## config.mk

```make
export PLATFORM = sky130hd
export DESIGN_NAME = reg_dump_sequencer
export DESIGN_NICKNAME = d
export VERILOG_FILES = /design/src/rtl/reg_dump_pkg.sv /design/src/rtl/reg_dump_sequencer_run_cycle_counter.sv /design/src/rtl/reg_dump_sequencer.sv
export SDC_FILE = /design/constraint.sdc
export NUM_CORES = 1
export LEC_CHECK = 0
export BUFFER_PORTS_ARGS = -buffer_cell sky130_fd_sc_hd__buf_2
export CAP_MARGIN = 20
export CORE_MARGIN = 8
export CORE_UTILIZATION = 50
export DETAILED_ROUTE_END_ITERATION = 10
export PLACE_DENSITY_LB_ADDON = 0.3
export SKIP_CTS_REPAIR_TIMING = 1
export SLEW_MARGIN = 20
export SYNTH_ARGS = -nofsm -noshare
export SYNTH_HDL_FRONTEND = slang
export SYNTH_SLANG_ARGS = --single-unit
```

## constraint.sdc

```tcl
create_clock -name clk_i -period 4.6 [get_ports clk_i]
set_input_delay 0.46 -clock clk_i [delete_from_list [all_inputs] [get_ports clk_i]]
set_output_delay 0.46 -clock clk_i [all_outputs]
set_load 0.03 [all_outputs]
```

## src/rtl/reg_dump_pkg.sv

```systemverilog
// Shared types, default widths and the checksum step for the register-dump sequencer.
package reg_dump_pkg;

  localparam int unsigned END_COUNT_DEF = 100;
  localparam int unsigned NUM_REGS_DEF  = 32;
  localparam int unsigned DATA_W_DEF    = 32;
  localparam int unsigned IDX_W_DEF     = 5;
  localparam int unsigned CNT_W_DEF     = 16;
  localparam int unsigned CKS_MAX_W     = 64;

  typedef enum logic [1:0] {
    ST_RUN  = 2'd0,
    ST_LOAD = 2'd1,
    ST_SEND = 2'd2,
    ST_DONE = 2'd3
  } state_e;

  // Rotate acc left by one within w bits, then XOR in data; w must be 1..CKS_MAX_W.
  function automatic logic [CKS_MAX_W-1:0] cks_step(input logic [CKS_MAX_W-1:0] acc,
                                                    input logic [CKS_MAX_W-1:0] data,
                                                    input int unsigned          w);
    logic [CKS_MAX_W-1:0] mask;
    mask = (CKS_MAX_W'(1) << w) - CKS_MAX_W'(1);
    return (((acc << 1) | ((acc & mask) >> (w - 1))) & mask) ^ (data & mask);
  endfunction

endpackage

```

## src/rtl/reg_dump_sequencer_run_cycle_counter.sv

```systemverilog
// Saturating run-cycle counter with enable; tc_c_o pulses on the edge that reaches END_COUNT.
module run_cycle_counter #(
  parameter int unsigned CNT_W     = 16,
  parameter int unsigned END_COUNT = 100
) (
  input  logic             clk_i,
  input  logic             rst_i,
  input  logic             en_i,
  output logic [CNT_W-1:0] cnt_o,
  output logic             tc_c_o
);

  logic [CNT_W-1:0] cnt_q, cnt_d;

  always_comb begin
    cnt_d  = cnt_q;
    tc_c_o = en_i && (cnt_q == CNT_W'(END_COUNT - 1));
    if (en_i && (cnt_q != CNT_W'(END_COUNT))) cnt_d = cnt_q + CNT_W'(1);
  end

  always_ff @(posedge clk_i or negedge rst_i) begin
    if (!rst_i) cnt_q <= '0;
    else        cnt_q <= cnt_d;
  end

  assign cnt_o = cnt_q;

endmodule

```

## src/rtl/reg_dump_sequencer.sv

```systemverilog
// End-of-run observer: halts the CPU after END_COUNT cycles, then streams every register
// as {index, value} beats. Define REG_DUMP_CHECKSUM_EN to enable the rotate-XOR checksum.
module reg_dump_sequencer
  import reg_dump_pkg::*;
#(
  parameter int unsigned END_COUNT = END_COUNT_DEF,
  parameter int unsigned NUM_REGS  = NUM_REGS_DEF,
  parameter int unsigned DATA_W    = DATA_W_DEF,
  parameter int unsigned IDX_W     = IDX_W_DEF,
  parameter int unsigned CNT_W     = CNT_W_DEF
) (
  input  logic              clk_i,
  input  logic              rst_i,
  output logic [IDX_W-1:0]  rf_addr_o,
  input  logic [DATA_W-1:0] rf_data_i,
  output logic              cpu_halt_o,
  output logic              dump_valid_o,
  input  logic              dump_ready_i,
  output logic [IDX_W-1:0]  dump_idx_o,
  output logic [DATA_W-1:0] dump_data_o,
  output logic              done_o,
  output logic [CNT_W-1:0]  cycle_cnt_o,
  output logic [DATA_W-1:0] checksum_o
);

  state_e              state_q, state_d;
  logic [IDX_W-1:0]    idx_q, idx_d;
  logic                halt_q, halt_d;
  logic                valid_q, valid_d;
  logic [IDX_W-1:0]    didx_q, didx_d;
  logic [DATA_W-1:0]   ddata_q, ddata_d;
  logic                done_q, done_d;
  logic                tc_c;
  logic                hs_c;
  logic                last_c;

  run_cycle_counter #(
    .CNT_W     (CNT_W),
    .END_COUNT (END_COUNT)
  ) u_cnt (
    .clk_i  (clk_i),
    .rst_i  (rst_i),
    .en_i   (state_q == ST_RUN),
    .cnt_o  (cycle_cnt_o),
    .tc_c_o (tc_c)
  );

  assign hs_c   = (state_q == ST_SEND) && valid_q && dump_ready_i;
  assign last_c = (idx_q == IDX_W'(NUM_REGS - 1));

  // State register plus all datapath registers.
  always_ff @(posedge clk_i or negedge rst_i) begin
    if (!rst_i) begin
      state_q <= ST_RUN;
      idx_q   <= '0;
      halt_q  <= 1'b0;
      valid_q <= 1'b0;
      didx_q  <= '0;
      ddata_q <= '0;
      done_q  <= 1'b0;
    end else begin
      state_q <= state_d;
      idx_q   <= idx_d;
      halt_q  <= halt_d;
      valid_q <= valid_d;
      didx_q  <= didx_d;
      ddata_q <= ddata_d;
      done_q  <= done_d;
    end
  end

  always_comb begin
    state_d = state_q;
    case (state_q)
      ST_RUN:  if (tc_c) state_d = ST_LOAD;
      ST_LOAD: state_d = ST_SEND;
      ST_SEND: if (hs_c) state_d = last_c ? ST_DONE : ST_LOAD;
      ST_DONE: state_d = ST_DONE;
      default: state_d = ST_RUN;
    endcase
  end

  always_comb begin
    idx_d   = idx_q;
    halt_d  = halt_q;
    valid_d = valid_q;
    didx_d  = didx_q;
    ddata_d = ddata_q;
    done_d  = done_q;
    case (state_q)
      ST_RUN:  if (tc_c) halt_d = 1'b1;
      ST_LOAD: begin
        valid_d = 1'b1;
        didx_d  = idx_q;
        ddata_d = rf_data_i;
      end
      ST_SEND: if (hs_c) begin
        valid_d = 1'b0;
        if (last_c) done_d = 1'b1;
        else        idx_d  = idx_q + IDX_W'(1);
      end
      default: ;
    endcase
  end

`ifdef REG_DUMP_CHECKSUM_EN
  logic [DATA_W-1:0] cks_q, cks_d;

  always_comb begin
    cks_d = cks_q;
    if (hs_c) cks_d = DATA_W'(cks_step(CKS_MAX_W'(cks_q), CKS_MAX_W'(ddata_q), DATA_W));
  end

  always_ff @(posedge clk_i or negedge rst_i) begin
    if (!rst_i) cks_q <= '0;
    else        cks_q <= cks_d;
  end

  assign checksum_o = cks_q;
`else
  assign checksum_o = '0;
`endif

  assign rf_addr_o    = idx_q;
  assign cpu_halt_o   = halt_q;
  assign dump_valid_o = valid_q;
  assign dump_idx_o   = didx_q;
  assign dump_data_o  = ddata_q;
  assign done_o       = done_q;

endmodule
```

==> run summary, run 1 <==
=================================================================================
Result of the run                                                    finished clean
Synth Area in Simple Gates                                                  10.3%
Number of ports placed on the die boundary                                    128
Number of cell rows                                                            27
Worst EP arrival                                                          2.11 ns
Maximum number of pins on one net before global-route repair                   64
Number of buffers on the longest clock path                                     2
Die Outline Area                                                         8330 µm²
Category of the worst setup path launch point                            register
Count of TritonRoute iterations in the first routing pass                       4
Sink count of the clock tree                                                   63
Antenna cells                                                                   0
Average detailed-routed wire length per instance                          15.1 µm
CTS H-tree lvls                                                                 3
Final HPWL from detailed placement                                        4500 µm
Proportion of layout cells with a drive suffix above 1                      49.8%
Reg clk slew, reported paths                                              0.07 ns
Transition time at the pin with the least slew margin                    0.997 ns
Adder-Cell Fraction of Synth Area                                           1.77%
Total clock buffers created by CTS                                              9
Launching instance or port of the critical path                      rf_addr_o[0]$_DFFE_PN0P_
RR Startpoint                                                        rf_addr_o[0]$_DFFE_PN0P_
GRT Total Usage                                                             14.6%
Final hold viol count                                                           0
Peak fanout along the critical path                                             6
Via count of the first global-routing pass                                   2047
Critical Setup Path Class                                                 reg2reg
Yosys cell types                                                               34
Xor and xnor area share after synthesis                                     5.26%
Highest attainable clock frequency                                        527 MHz
Pins Over Slew Limit                                                            0
Avg Synthesized Cell Area                                                13.2 µm²
Final period util                                                           41.2%
Synthesized-area fraction occupied by ao, oa, aoi and oai cells             1.19%
Global-route wire length before repair                                    9940 µm
Proportion of synthesized chip area in sequential cells                     55.7%
Area of placed instances                                                 3260 µm²
Setup violation total in the final timing report                                0
Portion of synthesized cell area occupied by the leading cell type          55.7%
Antenna viol nets, final                                                        0
Register Area                                                            1580 µm²
Power per cell area                                                    327 nW/µm²
Area of the core                                                         5470 µm²
Yosys warnings                                                                  0
Number of max-cap violations                                                    0
Design Power                                                              1.14 mW
Area grow syn2layout                                                        23.1%
Worst IR Drop VDD                                                        0.237 mV
Final clock skew                                                       0.00583 ns
Cell at the root of the clock tree                                   sky130_fd_sc_hd__clkbuf_8
Final nets                                                                    355
Main combinational cell family by area after synthesis               multiplexers
Combined area of the multi-input logic cells                             1100 µm²
Mapped Area                                                              2830 µm²
Initial detailed-routing violation count                                       66
Overall die height                                                        91.3 µm
Unrepaired setup endpoints after global routing                             false
Mux cell area share after synthesis                                         15.9%
Number of fillers in the final layout                                         447
Remaining Overflow, GRT                                                         0
#FFs+latches synth                                                             63
Tmin final                                                                1.90 ns
Critical Path End Type                                                   register
Post-layout utilization of the core                                         63.7%
Total wirelength of the detailed-routed design                            5930 µm
Critical path data required time                                          4.82 ns
Routability Congestion                                                      0.752
Area contributors post-synth                                         sky130_fd_sc_hd__dfrtp_1, sky130_fd_sc_hd__mux2_2, sky130_fd_sc_hd__buf_4
Accumulated negative setup slack                                             0 ns
Residual DRC                                                                    0
Leakage                                                                   2.07 nW
Post-route design area                                                   3480 µm²
Starting density of the core                                                51.7%
TritonCTS clock tree                                                         done
Clock Latency Late Sink                                                   0.32 ns
Number of antenna violations at the first check in global routing               0
Floorplan die width                                                       91.3 µm
Vias after detailed routing                                                  1861
Worst slew slack as a fraction of its limit                                 33.4%
Leading area contributor after synthesis                             sky130_fd_sc_hd__dfrtp_1
Post-Synthesis Cells                                                          214
Detail-routed via count per cell                                             4.74
Worst min-delay path class                                               in2async
PortBufs                                                                       95
=================================================================================
-- worst paths after layout --
| path | to | slack (ns) | cells after the start |
|---|---|---|---|
| worst max-delay path | rf_addr_o[1]$_DFFE_PN0P_ | 2.70 | 5 |
| worst min-delay path | u_cnt.cnt_o[4]$_DFFE_PN0P_ | 0.30 | 2 |
| worst max register to register | rf_addr_o[1]$_DFFE_PN0P_ | 2.70 | 5 |
| worst min register to register | done_o$_DFFE_PN0P_ | 0.46 | 1 |
| max in group asynchronous | dump_data_o[18]$_DFFE_PN0P_ | 3.79 | 2 |
| min in group clk_i | dump_data_o[1]$_DFFE_PN0P_ | 0.36 | 2 |
-- per-layer routing --
metal / part of all wire (%) / GRT usage, % / vias to the layer above / wire length (µm)
met5: 0 / 0 / - / 0
met4: 1.8 / 7.78 / 0 / 108
met3: 9.9 / 6.26 / 8 / 588
met2: 47 / 22.6 / 88 / 2770
met1: 41 / 16.9 / 889 / 2460
li1: - / - / 876 / -
-- critical path: stages, from the launching register on --
cell,delay (ns)
sky130_fd_sc_hd__dfrtp_1,0.44
sky130_fd_sc_hd__ha_1,0.23
sky130_fd_sc_hd__and3_1,0.14
sky130_fd_sc_hd__ha_1,0.19
sky130_fd_sc_hd__nor2_1,0.39
sky130_fd_sc_hd__mux2_2,0.39
-- final cells by class --
class	count	area share, %
Inverter	3	0.323
Clock inverter	6	2.41
Sequential cell	63	45.2
Multi-Input combinational cell	143	31.6
Timing Repair Buffer	96	13.9
Tap cell	72	2.59
Clock buffer	10	3.95
-- synth_stat cells (all sizes together) --
cell type	count
xor2	9
nor4	5
nand4b	1
buf	36
mux2	40
nand4	5
and4bb	1
a211o	1
dfrtp	63
and4b	1
or2	1
inv	3
xnor2	8
conb	1
nor2	6
a21oi	2
nor2b	1
and4	2
a21o	2
nor3	5
ha	4
nand2	10
nand2b	1
and3	1
nand3	5
-- kinds of logic (layout without fill, tap and decap cells) --
group / count (synthesis) / after routing
DFF: 63 / 63
and+or+nand+nor: 45 / 45
muxes: 40 / 40
buffers and inverters: 39 / 115
xor gates and xnor gates: 17 / 17
AOI/OAI and AO/OA: 5 / 5
adders and majority gates: 4 / 4
other: 1 / 32
-- per-stage QoR --
stage	hold slack [ns]	std cells	setup slack, ns
2_1_floorplan	0.164	245	2.73
3_3_place_gp	0.447	377	2.71
3_5_place_dp	0.445	377	2.71
4_1_cts	0.320	393	2.69
5_1_grt	0.351	393	2.58
6_report	0.295	393	2.70
-- where the power goes --
group          total [mW]  switching, mW  leakage [nW]  internal, mW
Sequential          0.554              0         0.875         0.554
Clock               0.527          0.209         0.116         0.318
Combinational      0.0597         0.0491          1.08        0.0107
-- state kept, by name, summed over array words and instances, names as in the netlist --
signal / count
dump_data_o: 32
u_cnt.cnt_o: 16
dump_idx_o: 5
rf_addr_o: 5
state_q: 2
cpu_halt_o: 1
done_o: 1
dump_valid_o: 1
-- cells in the final DEF (no fill, tap or decap), types with 2 or more instances in the layout --
master,count
sky130_fd_sc_hd__clkinv_2,3
sky130_fd_sc_hd__bufinv_16,2
sky130_fd_sc_hd__conb_1,32
sky130_fd_sc_hd__nor3_1,5
sky130_fd_sc_hd__a21oi_1,2
sky130_fd_sc_hd__clkbuf_8,10
sky130_fd_sc_hd__nand4_1,4
sky130_fd_sc_hd__dfrtp_1,63
sky130_fd_sc_hd__ha_1,4
sky130_fd_sc_hd__mux2_1,2
sky130_fd_sc_hd__nand2_1,9
sky130_fd_sc_hd__mux2_2,38
sky130_fd_sc_hd__inv_1,3
sky130_fd_sc_hd__a21o_1,2
sky130_fd_sc_hd__xor2_1,9
sky130_fd_sc_hd__nor4_1,3
sky130_fd_sc_hd__nor2_1,5
sky130_fd_sc_hd__nand3_1,4
sky130_fd_sc_hd__buf_2,95
sky130_fd_sc_hd__xnor2_1,8
(Power assumes the default switching activity.)
==> run 2, diff against run 1 <==
--- a/config.mk
+++ b/config.mk
@@ -5,10 +5,11 @@
 export SDC_FILE = /design/constraint.sdc
 export NUM_CORES = 1
 export LEC_CHECK = 0
+export ABC_AREA = 1
 export BUFFER_PORTS_ARGS = -buffer_cell sky130_fd_sc_hd__buf_2
 export CAP_MARGIN = 20
 export CORE_MARGIN = 8
-export CORE_UTILIZATION = 50
+export CORE_UTILIZATION = 48
 export DETAILED_ROUTE_END_ITERATION = 10
 export PLACE_DENSITY_LB_ADDON = 0.3
 export SKIP_CTS_REPAIR_TIMING = 1
==> constraint.sdc (replaced) <==
create_clock -name clk_i -period 2 [get_ports clk_i]
set_input_delay 0.2 -clock clk_i [delete_from_list [all_inputs] [get_ports clk_i]]
set_output_delay 0.2 -clock clk_i [all_outputs]
set_load 0.03 [all_outputs]
==> run 2 against run 1 <==
Compared with the run above: final cell count rose by 27%; worst setup slack got worse by 2.4 ns; maximum frequency is 15% higher; area after synthesis up 9.7%; sequential power increased by 140%; combinational power increased to 4.6 times the previous value; cell area up 8.5%; clock-buffer cell count is the same; register-to-register slack got worse by 2.4 ns; synthesized cell count grew 47%; critical path depth rose by 2; die area grew 12%; critical path type unchanged; largest cell class unchanged.
==> run summary, run 2 <==
=================================================================================
Result of the run                                                    finished clean   unchanged
Most frequent cells in the layout                                    sky130_fd_sc_hd__buf_2, sky130_fd_sc_hd__nand2_1, sky130_fd_sc_hd__dfrtp_1   was sky130_fd_sc_hd__buf_2, sky130_fd_sc_hd__dfrtp_1, sky130_fd_sc_hd__mux2_2
RR Startpoint                                                        rf_addr_o[0]$_DFFE_PN0P_   unchanged
Final nets                                                                    456   was 355
Portion of synthesized cell area occupied by the leading cell type          50.7%   was 55.7%
Leading cell types by count after synthesis                          sky130_fd_sc_hd__nand2_1, sky130_fd_sc_hd__dfrtp_1, sky130_fd_sc_hd__buf_4   was sky130_fd_sc_hd__dfrtp_1, sky130_fd_sc_hd__mux2_2, sky130_fd_sc_hd__buf_4
Power per cell area                                                    750 nW/µm²   was 327 nW/µm²
Detail-routed via count per cell                                             4.59   was 4.74
Leading area contributor after synthesis                             sky130_fd_sc_hd__dfrtp_1   unchanged
Antenna cells                                                                   0   unchanged
Number of logic stages on the critical path including buffering                 7   was 5
Starting density of the core                                                49.2%   was 51.7%
Most frequent cell after synthesis                                   sky130_fd_sc_hd__nand2_1   was sky130_fd_sc_hd__dfrtp_1
Mapped Area                                                              3110 µm²   was 2830 µm²
Number of cells traversed by the worst register-to-register path                7   was 5
Overall die height                                                        96.5 µm   was 91.3 µm
CTS H-tree lvls                                                                 3   unchanged
Ordered list of cells on the worst path                              ha_1, nand2_1, nor2_1, ha_1, nor2_2, nand2_1, xor2_1   was ha_1, and3_1, ha_1, nor2_1, mux2_2
Floorplan die width                                                       96.5 µm   was 91.3 µm
Worst EP arrival                                                          1.87 ns   was 2.11 ns
Final period util                                                           82.5%   was 41.2%
Cell internal power dissipation                                           2.12 mW   was 0.882 mW
Yosys cell types                                                               28   was 34
Tmin final                                                                1.65 ns   was 1.90 ns
Hold path startpoint                                                 rf_data_i[6]
Number of antenna violations at the first check in global routing               0   unchanged
Comb pwr share                                                               9.7%   was 5.2%
Setup violation total in the final timing report                                0   unchanged
Flip-flop cell with the highest count after synthesis                sky130_fd_sc_hd__dfrtp_1   unchanged
Residual DRC                                                                    0   unchanged
Worst IR Drop VDD                                                        0.523 mV   was 0.237 mV
Cell depth of the worst hold path                                               2
Area of the core                                                         6310 µm²   was 5470 µm²
Area grow syn2layout                                                        21.7%   was 23.1%
Reg2reg end                                                          rf_addr_o[2]$_DFFE_PN0P_   was rf_addr_o[1]$_DFFE_PN0P_
Crit path max-delay family                                           simple AND/OR/NAND/NOR gates   unchanged
Pins Over Slew Limit                                                            0   unchanged
Critical Path End Type                                                   register   unchanged
Vias after detailed routing                                                  2288   was 1861
Power dissipated by switching net loads                                  0.716 mW   was 0.258 mW
Remaining Overflow, GRT                                                         0   unchanged
Maximum number of pins on one net before global-route repair                   64   unchanged
Via count of the first global-routing pass                                   2232   was 2047
Number of cell rows                                                            29   was 27
Unrepaired setup endpoints after global routing                             false   unchanged
Critical Setup Path Class                                                 reg2reg   unchanged
Hold-critical path endpoint                                          dump_data_o[6]$_DFFE_PN0P_
Avg Synthesized Cell Area                                                9.86 µm²   was 13.2 µm²
Post-synth EDFFs                                                                0   unchanged
Most common library cell in the layout ignoring fill and taps        sky130_fd_sc_hd__buf_2   unchanged
Total wirelength of the detailed-routed design                            6760 µm   was 5930 µm
Leakage                                                                   1.93 nW   was 2.07 nW
Accumulated negative setup slack                                             0 ns   unchanged
Sink count of the clock tree                                                   63   unchanged
Reg clk slew, reported paths                                              0.07 ns   about the same
Peak fanout along the critical path                                             9   was 6
Die Outline Area                                                         9300 µm²   was 8330 µm²
Average detailed-routed wire length per instance                          13.5 µm   was 15.1 µm
Category of the worst setup path launch point                            register   unchanged
Largest register FFs                                                           32   unchanged
Total clock buffers created by CTS                                              9   unchanged
Cell at the root of the clock tree                                   sky130_fd_sc_hd__clkbuf_8   unchanged
Number of fillers in the final layout                                         550   was 447
Final clock skew                                                       0.00802 ns   was 0.00583 ns
GRT Total Usage                                                             14.2%   was 14.6%
Slowest CP cell                                                      sky130_fd_sc_hd__dfrtp_1   unchanged
Worst stage delay on the critical path                                    0.43 ns   was 0.44 ns
Number of max-cap violations                                                    0   unchanged
Highest attainable clock frequency                                        606 MHz   was 527 MHz
Final HPWL from detailed placement                                        5060 µm   was 4500 µm
Post-Synthesis Cells                                                          315   was 214
Fraction of power consumed by the clock network                             43.7%   was 46.2%
Proportion of layout cells with a drive suffix above 1                      36.7%   was 49.8%
Initial detailed-routing violation count                                       99   was 66
PortBufs                                                                       95   unchanged
Count of TritonRoute iterations in the first routing pass                       4   unchanged
Number of ports placed on the die boundary                                    128   unchanged
Area contributors post-synth                                         sky130_fd_sc_hd__dfrtp_1, sky130_fd_sc_hd__mux2_2, sky130_fd_sc_hd__nand2_1   was sky130_fd_sc_hd__dfrtp_1, sky130_fd_sc_hd__mux2_2, sky130_fd_sc_hd__buf_4
Final hold viol count                                                           0   unchanged
Routability Congestion                                                      0.785   was 0.752
#FFs+latches synth                                                             63   unchanged
Setup slack on the worst flop-to-flop path                                0.35 ns   was 2.70 ns
Global-route wire length before repair                                   10300 µm   was 9940 µm
Post-synth ARST share                                                        100%   unchanged
TritonCTS clock tree                                                         done   unchanged
Critical path data required time                                          2.21 ns   was 4.82 ns
Fraction of power spent switching nets                                      25.2%   was 22.6%
Post-layout utilization of the core                                         59.9%   was 63.7%
Buffers & Inverters on Critical Path                                            0   unchanged
Worst min-delay path class                                                 in2reg   was in2async
Number of buffers on the longest clock path                                     2   unchanged
Proportion of synthesized chip area in sequential cells                     50.7%   was 55.7%
Antenna viol nets, final                                                        0   unchanged
Yosys warnings                                                                  0   unchanged
Seq pwr share                                                               46.6%   was 48.6%
Clock Latency Late Sink                                                   0.33 ns   was 0.32 ns
=================================================================================
## run 2: changes by cell type in the layout (fill, tap and decap cells not counted), moves of 5 or more
cell / before / now
sky130_fd_sc_hd__inv_1: 3 / 17
sky130_fd_sc_hd__mux2_2: 38 / 28
sky130_fd_sc_hd__nand2_1: 9 / 84
sky130_fd_sc_hd__nand3_1: 4 / 11
sky130_fd_sc_hd__nor2_1: 5 / 19
sky130_fd_sc_hd__nor2_2: 1 / 6
sky130_fd_sc_hd__nor3_1: 5 / 0
sky130_fd_sc_hd__o21ai_0: 0 / 7
sky130_fd_sc_hd__xor2_1: 9 / 4
## run 2: per-stage QoR
step                      cell area (µm²)  hold slack, ns  power [mW]  instances  worst slack [ns]
after CTS                            3770          -0.127        2.88        498             0.334
after global routing                 3780          0.0699        2.96        499             0.226
final                                3780          0.0917        2.84        499             0.349
after global placement               3540           0.234        1.62        482             0.445
after floorplan                      3220         -0.0956        1.57        346             0.343
after detailed placement             3540           0.239        1.62        482             0.365
## run 2: cell families after synthesis
group	after synthesis	synth area share, %
fa+ha+maj	4	1.61
simple gates	133	18.9
xor+xnor	10	2.82
other cells	1	0.121
buf+inv	59	11.8
flops	63	50.7
compound gates	12	2.09
mux	33	12.0
## run 2: worst max-delay path by stage
stage / startpoint / endpoint / slack [ns]
after floorplan: rf_addr_o[0]$_DFFE_PN0P_ / rf_addr_o[2]$_DFFE_PN0P_ / 0.34
after global routing: rf_addr_o[0]$_DFFE_PN0P_ / rf_addr_o[2]$_DFFE_PN0P_ / 0.23
after global placement: rf_addr_o[0]$_DFFE_PN0P_ / rf_addr_o[2]$_DFFE_PN0P_ / 0.45
after detailed placement: rf_addr_o[0]$_DFFE_PN0P_ / rf_addr_o[2]$_DFFE_PN0P_ / 0.37
final: rf_addr_o[0]$_DFFE_PN0P_ / rf_addr_o[2]$_DFFE_PN0P_ / 0.35
after CTS: rf_addr_o[0]$_DFFE_PN0P_ / rf_addr_o[2]$_DFFE_PN0P_ / 0.33
## run 2: final cells by class
cell class / count / area, µm² / share of cell area (%)
Inverter: 20 / 77.6 / 2.05
Timing Repair Buffer: 99 / 520 / 13.8
Clock inverter: 6 / 92.6 / 2.45
Multi-Input combinational cell: 224 / 1280 / 33.9
Tap cell: 77 / 96.3 / 2.55
Clock buffer: 10 / 138 / 3.64
Sequential cell: 63 / 1580 / 41.7
## run 2: metal layers
layer	track usage, %	up-vias	share of wire (%)
met5	0	-	0
met4	6.05	0	1.1
met3	4.56	9	10
met2	22.6	89	47
met1	17.4	1041	42
li1	-	1149	-
## run 2: worst reg2reg max path, cell delays in order (launching register included)
cell	delay, ns
sky130_fd_sc_hd__dfrtp_1	0.43
sky130_fd_sc_hd__ha_1	0.24
sky130_fd_sc_hd__nand2_1	0.08
sky130_fd_sc_hd__nor2_1	0.05
sky130_fd_sc_hd__ha_1	0.20
sky130_fd_sc_hd__nor2_2	0.29
sky130_fd_sc_hd__nand2_1	0.11
sky130_fd_sc_hd__xor2_1	0.15
## run 2: power by group through the flow
stage | logic [mW] | clock network, mW | registers [mW]
final | 0.276 | 1.24 | 1.32
after global routing | 0.297 | 1.34 | 1.32
after CTS | 0.277 | 1.29 | 1.32
after detailed placement | 0.277 | 0 | 1.35
after global placement | 0.274 | 0 | 1.34
after floorplan | 0.153 | 0 | 1.41
==> run 3, diff against run 2 <==
--- a/config.mk
+++ b/config.mk
@@ -5,11 +5,11 @@
 export SDC_FILE = /design/constraint.sdc
 export NUM_CORES = 1
 export LEC_CHECK = 0
-export ABC_AREA = 1
+export ABC_AREA = 0
 export BUFFER_PORTS_ARGS = -buffer_cell sky130_fd_sc_hd__buf_2
 export CAP_MARGIN = 20
 export CORE_MARGIN = 8
-export CORE_UTILIZATION = 48
+export CORE_UTILIZATION = 42
 export DETAILED_ROUTE_END_ITERATION = 10
 export PLACE_DENSITY_LB_ADDON = 0.3
 export SKIP_CTS_REPAIR_TIMING = 1
==> constraint.sdc (replaced) <==
create_clock -name clk_i -period 1.4 [get_ports clk_i]
set_input_delay 0.14 -clock clk_i [delete_from_list [all_inputs] [get_ports clk_i]]
set_output_delay 0.14 -clock clk_i [all_outputs]
set_load 0.03 [all_outputs]
==> run 3 against run 2 <==
Compared with the run above: final cell count shrank 13%; sequential share of layout area fell by 1.8 points; cell area rose by 5.7%; worst setup slack got worse by 0.46 ns; hold slack worse by 0.056 ns; maximum frequency grew 9.2%; via count is 14% lower; the run now ends with negative setup slack left; clock skew increased by 0.0024 ns.
==> run summary, run 3 (synthesis results as in run 1) <==
================================================================================
Pins Over Slew Limit                                                           0   unchanged
Number of buffers on the longest clock path                                    2   unchanged
Number of cells traversed by the worst register-to-register path               6   was 7
Critical path data required time                                         1.61 ns   was 2.21 ns
Critical Path End Type                                                  register   unchanged
Result of the run                                                   finished with violations   was finished clean
Number of antenna violations at the first check in global routing              0   unchanged
TritonCTS clock tree                                                        done   unchanged
Design Power                                                             3.83 mW   was 2.84 mW
Detail-routed via count per cell                                            4.57   was 4.59
Area of placed instances                                                3590 µm²   was 3540 µm²
Met3 layer usage reported by global route                                  5.83%   was 4.56%
Total wirelength of the detailed-routed design                           6280 µm   was 6760 µm
Antenna cells                                                                  0   unchanged
Post-route design area                                                  4000 µm²   was 3780 µm²
Residual DRC                                                                   0   unchanged
Ordered list of cells on the worst path                             inv_1, ha_1, and4_1, nand4_1, nand2_2, mux2_4   was ha_1, nand2_1, nor2_1, ha_1, nor2_2, nand2_1, xor2_1
Power per cell area                                                   958 nW/µm²   was 750 nW/µm²
Busiest grt layer                                                           met2   unchanged
GRT Total Usage                                                            13.1%   was 14.2%
Area of the core                                                        6640 µm²   was 6310 µm²
Number of ports placed on the die boundary                                   128   unchanged
GR Util met2                                                               22.2%   was 22.6%
Vias after detailed routing                                                 1979   was 2288
Die Outline Area                                                        9620 µm²   was 9300 µm²
Worst IR Drop VDD                                                       0.807 mV   was 0.523 mV
Overall die height                                                       98.1 µm   was 96.5 µm
Category of the worst setup path launch point                           register   unchanged
Total clock buffers created by CTS                                             9   unchanged
Launching instance or port of the critical path                     u_cnt.cnt_o[1]$_DFFE_PN0P_   was rf_addr_o[0]$_DFFE_PN0P_
Worst EP arrival                                                         1.72 ns   was 1.87 ns
Final critical-path setup slack                                        -0.111 ns   was 0.349 ns
Number of fillers in the final layout                                        545   was 550
Met1 Resource Use GR                                                       13.5%   was 17.4%
Setup slack on the worst flop-to-flop path                              -0.11 ns   was 0.35 ns
RR Startpoint                                                       u_cnt.cnt_o[1]$_DFFE_PN0P_   was rf_addr_o[0]$_DFFE_PN0P_
Via count of the first global-routing pass                                  2151   was 2232
Peak fanout along the critical path                                            4   was 9
Reg clk slew, reported paths                                             0.07 ns   about the same
Average detailed-routed wire length per instance                         14.5 µm   was 13.5 µm
Final period util                                                           108%   was 82.5%
Critical path endpoint                                              u_cnt.cnt_o[1]$_DFFE_PN0P_   was rf_addr_o[2]$_DFFE_PN0P_
Final clock skew                                                       0.0104 ns   was 0.00802 ns
Proportion of layout cells with a drive suffix above 1                     63.7%   was 36.7%
Number of max-cap violations                                                   0   unchanged
Worst stage delay on the critical path                                   0.44 ns   was 0.43 ns
CTS H-tree lvls                                                                3   unchanged
Number of cell rows                                                           30   was 29
Tmin final                                                               1.51 ns   was 1.65 ns
Post-layout utilization of the core                                        60.2%   was 59.9%
Final HPWL from detailed placement                                       4640 µm   was 5060 µm
Sink count of the clock tree                                                  63   unchanged
Maximum number of pins on one net before global-route repair                  64   unchanged
Final hold viol count                                                          0   unchanged
Antenna viol nets, final                                                       0   unchanged
Clock Latency Late Sink                                                  0.33 ns   about the same
Leakage                                                                  2.32 nW   was 1.93 nW
Final nets                                                                   388   was 456
Remaining Overflow, GRT                                                        0   unchanged
Accumulated negative setup slack                                       -0.456 ns   was 0 ns
Largest register FFs                                                          32   unchanged
Setup violation total in the final timing report                               7   was 0
Most common library cell in the layout ignoring fill and taps       sky130_fd_sc_hd__buf_2   unchanged
Highest attainable clock frequency                                       662 MHz   was 606 MHz
Global-route wire length before repair                                  10300 µm   about the same
Routability Congestion                                                     0.752   was 0.785
Initial detailed-routing violation count                                      49   was 99
Final worst hold slack                                                 0.0354 ns   was 0.0917 ns
Cell at the root of the clock tree                                  sky130_fd_sc_hd__clkbuf_8   unchanged
Area grow syn2layout                                                       41.2%   was 21.7%
Floorplan die width                                                      98.1 µm   was 96.5 µm
Starting density of the core                                               42.6%   was 49.2%
Count of TritonRoute iterations in the first routing pass                      3   was 4
Unrepaired setup endpoints after global routing                             true   was false
Violations in the final reports                                     negative setup slack
Reg2reg end                                                         u_cnt.cnt_o[1]$_DFFE_PN0P_   was rf_addr_o[2]$_DFFE_PN0P_
Slowest CP cell                                                     sky130_fd_sc_hd__dfrtp_2   was sky130_fd_sc_hd__dfrtp_1
Worst min-delay path class                                                in2reg   unchanged
Critical Setup Path Class                                                reg2reg   unchanged
PortBufs                                                                      95   unchanged
Most frequent cells in the layout                                   sky130_fd_sc_hd__buf_2, sky130_fd_sc_hd__dfrtp_1, sky130_fd_sc_hd__mux2_2   was sky130_fd_sc_hd__buf_2, sky130_fd_sc_hd__nand2_1, sky130_fd_sc_hd__dfrtp_1
================================================================================
-- run 3: worst min-delay path by stage --
stage | startpoint | end | slack [ns] | cells after the start
final | rf_data_i[1] | dump_data_o[1]$_DFFE_PN0P_ | 0.04 | 2
after global routing | rf_data_i[21] | dump_data_o[21]$_DFFE_PN0P_ | 0.02 | 2
after CTS | rst_i | u_cnt.cnt_o[6]$_DFFE_PN0P_ | -0.18 | 2
after detailed placement | rst_i | u_cnt.cnt_o[6]$_DFFE_PN0P_ | 0.18 | 2
after global placement | rst_i | u_cnt.cnt_o[6]$_DFFE_PN0P_ | 0.18 | 2
after floorplan | rst_i | cpu_halt_o$_DFFE_PN0P_ | -0.16 | 0
-- run 3: worst max-delay path: cells and delay by family (launching register included) --
kind	cells	cell delay [ns]
and+or+nand+nor	3	0.45
adders and majority gates	1	0.13
muxes	1	0.30
buffers and inverters	1	0.07
DFF	1	0.44
-- run 3: where the power goes --
group	switching, mW	internal [mW]
clock network	0.671	1.14
registers	0	1.82
logic	0.160	0.0407
total	0.831	3.00
-- run 3: final cells by class --
class                   instances  area (µm²)  share of cell area, %
repair buffers                129         769                   19.2
clock inverters                 3        65.1                   1.63
well taps                      80         100                   2.50
inverters                       3        11.3                  0.282
multi-input cells             143        1290                   32.3
flip-flops and latches         63        1600                   39.9
clock buffers                  12         165                   4.13
-- run 3: routing by layer --
layer / part of all wire (%) / vias up / routed length (µm)
li1: - / 947 / -
met5: 0 / - / 0
met4: 1.7 / 0 / 108
met2: 50 / 70 / 3150
met3: 9.3 / 9 / 582
met1: 39 / 953 / 2440
-- run 3: per-stage QoR --
stage	std cells	setup slack [ns]
after floorplan	245	-0.181
after global placement	413	-0.100
after detailed placement	413	-0.155
after CTS	428	-0.172
after global routing	433	-0.173
final	433	-0.111
